<file path="config.mk">
export PLATFORM = sky130hd
export DESIGN_NAME = agc_gain_stepper
export DESIGN_NICKNAME = d
export VERILOG_FILES = /design/src/rtl/agc_pkg.sv /design/src/rtl/agc_gain_sat.sv /design/src/rtl/agc_gain_stepper.sv
export SDC_FILE = /design/constraint.sdc
export NUM_CORES = 1
export LEC_CHECK = 0
export CAP_MARGIN = 15
export CORE_ASPECT_RATIO = 0.9
export CORE_MARGIN = 2
export CORE_UTILIZATION = 50
export DETAILED_ROUTE_END_ITERATION = 16
export PLACE_DENSITY = 0.86
export RECOVER_POWER = 50
export SKIP_LAST_GASP = 1
export SYNTH_ARGS = -nofsm -noshare
export SYNTH_HDL_FRONTEND = slang
export SYNTH_HIERARCHICAL = 1
export SYNTH_SLANG_ARGS = --single-unit
</file>
<file path="constraint.sdc">
create_clock -name clk -period 0.8 [get_ports clk]
set_input_delay 0.24 -clock clk [delete_from_list [all_inputs] [get_ports clk]]
set_output_delay 0.24 -clock clk [all_outputs]
set_load 0.01 [all_outputs]
</file>
<file path="src/rtl/agc_pkg.sv">
// Package for the AGC gain stepper: FSM state encoding, settle-counter width
// and terminal value, and a small helper for the event counters.
package agc_pkg;

   localparam int SETTLE_W = 4;
   localparam logic [SETTLE_W-1:0] SETTLE_TERM = 4'b1111;

   typedef enum logic [1:0] {
      S_IDLE   = 2'b00,
      S_SETTLE = 2'b01,
      S_DONE   = 2'b10
   } agc_state_t;

   // Increment a 4-bit event counter without wrapping past the terminal value.
   function automatic logic [SETTLE_W-1:0] cnt_inc4(input logic [SETTLE_W-1:0] v,
                                                   input logic                en);
      logic [SETTLE_W-1:0] r;
      r = v;
      if (en && (v != SETTLE_TERM)) begin
         r = v + 4'd1;
      end else begin
         r = v;
      end
      return r;
   endfunction

endpackage

</file>
<file path="src/rtl/agc_gain_sat.sv">
// Combinational saturating gain step: computes gain +/- STEP in GAIN_W+1 bits
// and clamps to [GAIN_MIN, GAIN_MAX], flagging when the clamp was applied.
module agc_gain_sat #(
   parameter int GAIN_W   = 6,
   parameter int GAIN_MIN = 0,
   parameter int GAIN_MAX = 63,
   parameter int STEP     = 1
) (
   input  logic [GAIN_W-1:0] gain,
   input  logic              up_dn,
   output logic [GAIN_W-1:0] next_gain,
   output logic              clipped
);
   localparam logic [GAIN_W:0] STEP_X = (GAIN_W+1)'(STEP);
   localparam logic [GAIN_W:0] MIN_X  = (GAIN_W+1)'(GAIN_MIN);
   localparam logic [GAIN_W:0] MAX_X  = (GAIN_W+1)'(GAIN_MAX);

   logic [GAIN_W:0] gain_ext;
   logic [GAIN_W:0] up_val;
   logic [GAIN_W:0] dn_val;

   // Step in the widened domain; the down path is range-checked before the
   // subtraction result is used, so no underflow can leak through.
   always_comb begin
      gain_ext  = {1'b0, gain};
      up_val    = gain_ext + STEP_X;
      dn_val    = gain_ext - STEP_X;
      next_gain = gain;
      clipped   = 1'b0;
      if (up_dn) begin
         if (up_val > MAX_X) begin
            next_gain = MAX_X[GAIN_W-1:0];
            clipped   = 1'b1;
         end else begin
            next_gain = up_val[GAIN_W-1:0];
            clipped   = 1'b0;
         end
      end else begin
         if (gain_ext < (MIN_X + STEP_X)) begin
            next_gain = MIN_X[GAIN_W-1:0];
            clipped   = 1'b1;
         end else begin
            next_gain = dn_val[GAIN_W-1:0];
            clipped   = 1'b0;
         end
      end
   end

endmodule

</file>
<file path="src/rtl/agc_gain_stepper.sv">
// AGC gain stepper: settle counter for the controller, one saturating gain
// step per adjust window, and sticky convergence detection (direction
// reversals or consecutive clipped steps).
// Optional feature macro AGC_STEP_TIMEOUT_EN: a 6-bit window counter also
// declares convergence on the 63rd step.
module agc_gain_stepper
   import agc_pkg::*;
#(
   parameter int GAIN_W    = 6,
   parameter int GAIN_INIT = 32,
   parameter int GAIN_MIN  = 0,
   parameter int GAIN_MAX  = 63,
   parameter int STEP      = 1,
   parameter int REV_LIMIT = 3,
   parameter int SAT_LIMIT = 2
) (
   input  logic                clk,
   input  logic                RESETn,
   input  logic                counter2_mode,
   input  logic                adjust,
   input  logic                up_dn,
   output logic [SETTLE_W-1:0] counter2,
   output logic [GAIN_W-1:0]   gain,
   output logic                gain_valid,
   output logic                sat_hi,
   output logic                sat_lo,
   output logic                done
);
   localparam logic [SETTLE_W-1:0] REV_LIM4 = SETTLE_W'(REV_LIMIT);
   localparam logic [SETTLE_W-1:0] SAT_LIM4 = SETTLE_W'(SAT_LIMIT);
   localparam logic [GAIN_W-1:0]   INIT_G   = GAIN_W'(GAIN_INIT);
   localparam logic [GAIN_W-1:0]   MAX_G    = GAIN_W'(GAIN_MAX);
   localparam logic [GAIN_W-1:0]   MIN_G    = GAIN_W'(GAIN_MIN);

   logic [1:0]          rst_sync;
   logic                rst_n;
   agc_state_t          state;
   agc_state_t          state_nxt;
   logic [GAIN_W-1:0]   next_gain;
   logic                clipped;
   logic                step_edge;
   logic                rev;
   logic [SETTLE_W-1:0] rev_cnt;
   logic [SETTLE_W-1:0] rev_next;
   logic [SETTLE_W-1:0] sat_cnt;
   logic [SETTLE_W-1:0] sat_next;
   logic                last_dir;
   logic                have_dir;
   logic                timeout_hit;
   logic                set_done;

   // Reset synchronizer: assertion reaches the state immediately, release is clocked.
   always_ff @(posedge clk or negedge RESETn) begin
      if (!RESETn) begin
         rst_sync <= 2'b00;
      end else begin
         rst_sync <= {rst_sync[0], 1'b1};
      end
   end
   assign rst_n = rst_sync[1];

   agc_gain_sat #(
      .GAIN_W   (GAIN_W),
      .GAIN_MIN (GAIN_MIN),
      .GAIN_MAX (GAIN_MAX),
      .STEP     (STEP)
   ) u_sat (
      .gain      (gain),
      .up_dn     (up_dn),
      .next_gain (next_gain),
      .clipped   (clipped)
   );

`ifdef AGC_STEP_TIMEOUT_EN
   logic [5:0] win_cnt;

   // Window counter: one count per step edge; the 63rd step forces convergence.
   always_ff @(posedge clk or negedge rst_n) begin
      if (!rst_n) begin
         win_cnt <= 6'd0;
      end else if (step_edge && (win_cnt != 6'd63)) begin
         win_cnt <= win_cnt + 6'd1;
      end else begin
         win_cnt <= win_cnt;
      end
   end
   assign timeout_hit = step_edge && (win_cnt == 6'd62);
`else
   assign timeout_hit = 1'b0;
`endif

   // Step decode and convergence terms evaluated on the step edge.
   always_comb begin
      step_edge = (state == S_IDLE) && adjust;
      rev       = have_dir && (up_dn != last_dir);
      rev_next  = cnt_inc4(rev_cnt, rev);
      sat_next  = clipped ? cnt_inc4(sat_cnt, 1'b1) : 4'd0;
      set_done  = step_edge && ((rev_next >= REV_LIM4) || (sat_next >= SAT_LIM4) || timeout_hit);
   end

   // State register.
   always_ff @(posedge clk or negedge rst_n) begin
      if (!rst_n) begin
         state <= S_IDLE;
      end else begin
         state <= state_nxt;
      end
   end

   // Next-state logic: one step per window, S_DONE absorbs.
   always_comb begin
      state_nxt = state;
      case (state)
         S_IDLE: begin
            if (adjust) begin
               state_nxt = set_done ? S_DONE : S_SETTLE;
            end else begin
               state_nxt = S_IDLE;
            end
         end
         S_SETTLE: begin
            if (!adjust) begin
               state_nxt = S_IDLE;
            end else begin
               state_nxt = S_SETTLE;
            end
         end
         S_DONE: begin
            state_nxt = S_DONE;
         end
         default: begin
            state_nxt = S_IDLE;
         end
      endcase
   end

   // Gain, saturation flags, direction history and convergence counters.
   always_ff @(posedge clk or negedge rst_n) begin
      if (!rst_n) begin
         gain       <= INIT_G;
         sat_hi     <= (INIT_G == MAX_G);
         sat_lo     <= (INIT_G == MIN_G);
         gain_valid <= 1'b0;
         done       <= 1'b0;
         rev_cnt    <= 4'd0;
         sat_cnt    <= 4'd0;
         last_dir   <= 1'b0;
         have_dir   <= 1'b0;
      end else begin
         gain_valid <= step_edge;
         if (step_edge) begin
            gain     <= next_gain;
            sat_hi   <= (next_gain == MAX_G);
            sat_lo   <= (next_gain == MIN_G);
            rev_cnt  <= rev_next;
            sat_cnt  <= sat_next;
            last_dir <= up_dn;
            have_dir <= 1'b1;
            done     <= done | set_done;
         end else begin
            gain     <= gain;
            sat_hi   <= sat_hi;
            sat_lo   <= sat_lo;
            rev_cnt  <= rev_cnt;
            sat_cnt  <= sat_cnt;
            last_dir <= last_dir;
            have_dir <= have_dir;
            done     <= done;
         end
      end
   end

   // Settle counter: counts while enabled, wraps at the terminal value, clears when disabled.
   always_ff @(posedge clk or negedge rst_n) begin
      if (!rst_n) begin
         counter2 <= 4'd0;
      end else if (!counter2_mode) begin
         counter2 <= 4'd0;
      end else if (counter2 == SETTLE_TERM) begin
         counter2 <= 4'd0;
      end else begin
         counter2 <= counter2 + 4'd1;
      end
   end

endmodule
</file>
==> impl_metrics.json <==
{
  "final_cell_mix": "buf_4 (62), buf_6 (31), nand2_1 (25), dfrtp_1 (20), nor2_1 (11)",
  "slowest_stage": "or4_4",
  "start_kind": "flip-flop",
  "grt_max_degree": 17,
  "area_growth_pct": 76.3,
  "synthCells": 186,
  "die_area_sq_um": 3900,
  "syn_area_sq_um": 1710,
  "cts.clk_slew.worst_paths_ns": 0.11,
  "synthFlopType": "dfrtp_1",
  "layout_commonest_cell": "buf_4",
  "violations": "setup timing",
  "leakagePower_nw": 1.40,
  "cp-end-kind": "flip-flop",
  "postCtsHoldBufs": 0,
  "yosys_warnings": 6,
  "place_ws_ns": -1.91,
  "worstPathRequired_ns": 0.99,
  "firstDrtPassIters": 5,
  "ios": 19,
  "totalWireLength_microns": 9270,
  "timing.fmax_mhz": 409,
  "placed_cells": 294,
  "cp_max_fo": 6,
  "wl_per_cell_microns": 28.1,
  "finalCritPeriodShare_pct": 306,
  "whs_ns": 0.180,
  "antenna_found_initial": 0,
  "synth_cell_types": 51,
  "n_antenna_cell": 0,
  "clockBufferDepth": 2,
  "die_h_microns": 59.4,
  "track_usage_pct": 37.7,
  "cts-root-buf": "clkbuf_8",
  "outcome": "finished with violations",
  "vdd_drop_max_v": 0.00254,
  "final.fill_count": 117,
  "crit_arrival_ns": 2.63,
  "drt.antenna.violating_nets": 0,
  "gr-total-overflow": 0,
  "grt_pass1_wl_microns": 10600,
  "rows": 20,
  "die_w_microns": 65.6,
  "cts_sinks": 28,
  "cts_buffers": 3,
  "hold_viol": 0,
  "portBuffers": 18,
  "post_route_cells_drive_above_1_share_pct": 59.4,
  "maxCapViolCount": 0,
  "synth_fp_nets": 197,
  "path_buf_inv": 3,
  "gp_congestion": 0.897,
  "critPathMaxStageDelay_ns": 0.46,
  "post-route-util_pct": 90.4,
  "fin_cells": 330,
  "path_class": "reg -> reg",
  "start_util_pct": 51.3,
  "drv_slew": 0,
  "critical_path.cell_chain": "buf_6 -> inv_4 -> ha_4 -> nand3b_1 -> buf_4 -> nor3_2 -> a21oi_1 -> o221ai_2 -> or4_4 -> o41ai_2",
  "first_iter_violations": 460,
  "startpoint": "gain[1]$_DFFE_PN0P_",
  "num_vias": 2368,
  "ys_ff_latch": 28,
  "vias_per_cell": 7.18,
  "finalCriticalPeriod_ns": 2.45,
  "grt_pass1_vias": 1988,
  "coreArea_sq_um": 3330,
  "htreeDepth": 1,
  "rsz0062_at_grt": "true",
  "dpl.hpwl_microns": 3470,
  "cts_tree": "done",
  "clock_latency_ns": 0.28,
  "route.detailed.drc": 0,
  "power.density_nw_per_um2": 3930,
  "cpLargestDelayFamily": "simple AND/OR/NAND/NOR gates",
  "ys_seq_area_share_pct": 41.1,
  "synth_edf_count": 0,
  "layout_setup_ws_ns": -1.65,
  "avgSynthCellArea_sq_um": 9.18,
  "finalSetupViolCount": 40,
  "async_reset_ff_share_pct": 100,
  "final_nets": 298,
  "timing.rr.start": "gain[1]$_DFFE_PN0P_",
  "min_path_type": "in -> async",
  "finClkSkew_ns": 0.00474
}
cell families (layout without fill, tap and decap cells):
group	count (synthesis)	count (layout)	share of synthesized area [%]
AOI/OAI and AO/OA	36	36	15.5
muxes	7	7	4.69
DFF	28	28	41.1
other	1	1	0.220
adders and majority gates	6	6	4.40
buffers and inverters	17	117	5.57
and+or+nand+nor	86	86	26.0
xor gates and xnor gates	5	5	2.57
per-stage QoR:
| step | instance area [sq um] | TNS, ns | total power [mW] |
|---|---|---|---|
| 6_report | 3010 | -30.94 | 11.8 |
| 3_3_place_gp | 2330 | -31.81 | 6.92 |
| 3_5_place_dp | 2330 | -33.25 | 7.16 |
| 4_1_cts | 2710 | -26.91 | 9.28 |
| 5_1_grt | 3010 | -31.68 | 11.9 |
| 2_1_floorplan | 1750 | -17.83 | 4.84 |
final cells by class:
class | count | area, sq um | area share, %
clock buffers | 3 | 41.3 | 1.37
clock inverters | 1 | 30.0 | 0.998
inverters | 8 | 37.5 | 1.25
multi-input cells | 141 | 1210 | 40.3
flip-flops and latches | 28 | 711 | 23.6
well taps | 44 | 55.1 | 1.83
repair buffers | 105 | 922 | 30.6
worst reg2reg max path, delay by kind of cell, from the launching register on:
| family | cells | cell delay (ns) |
|---|---|---|
| adders and majority gates | 1 | 0.20 |
| AOI/OAI and AO/OA | 3 | 0.67 |
| and+or+nand+nor | 3 | 0.69 |
| buffers and inverters | 3 | 0.36 |
| DFF | 1 | 0.43 |
flip-flops by register name (all words and copies together), names as in the netlist:
signal / cells
gain_valid: 1
gain: 6
sat_hi: 1
state: 2
rev_cnt: 4
done: 1
rst_sync: 2
sat_cnt: 4
have_dir: 1
last_dir: 1
counter2: 4
sat_lo: 1
metal layers:
layer	part of all wire (%)	vias up	wire [microns]	track usage (%)
met5	0	-	0	0
met4	9.6	0	892	17.0
met3	16	119	1500	6.08
met2	40	335	3740	62.5
met1	34	1050	3140	49.0
li1	-	864	-	-
worst paths after layout:
check	endpoint	slack [ns]	cells past startpoint
hold / removal	rst_sync[1]$_DFF_PN0_	0.18	1
max in group asynchronous	gain[5]$_DFFE_PN1P_	0.11	1
hold reg to reg	rev_cnt[0]$_DFFE_PN0P_	0.22	1
min in group clk	rst_sync[1]$_DFF_PN0_	0.38	0
setup reg to reg	sat_lo$_DFFE_PN0P_	-1.65	10
setup / recovery	sat_lo$_DFFE_PN0P_	-1.65	10
report_power, final:
group          internal (mW)  total, mW  switching [mW]
clock network          0.671       1.16           0.494
logic                   4.00       8.36            4.35
registers               1.85       2.31           0.463
repair_timing:
| item | in CTS | in global routing |
|---|---|---|
| hold endpoints to repair | 0 | 0 |
| setup buffers | 18 | 20 |
| pin swaps | 11 | 19 |
| endpoints found under the setup margin | 40 | 40 |
| gates resized for setup | 104 | 54 |
Yosys cell counts, types with 3 or more instances:
| master | number | share of area [%] |
|---|---|---|
| a22o_1 | 3 | 1.5 |
| buf_6 | 3 | 2.0 |
| dfrtp_1 | 27 | 40 |
| a21oi_1 | 11 | 3.2 |
| nor3_1 | 3 | 0.88 |
| nor2b_1 | 3 | 1.1 |
| o21ai_0 | 5 | 1.5 |
| xnor2_1 | 4 | 2.1 |
| nand2_1 | 32 | 7.0 |
| nand2b_1 | 5 | 1.8 |
| ha_1 | 6 | 4.4 |
| nand4_1 | 4 | 1.5 |
| buf_2 | 3 | 0.88 |
| nor2_1 | 15 | 3.3 |
| clkbuf_1 | 3 | 0.66 |
| nand3_1 | 10 | 2.9 |
| inv_1 | 7 | 1.5 |
Note: power is estimated with default switching activity, not from simulation.
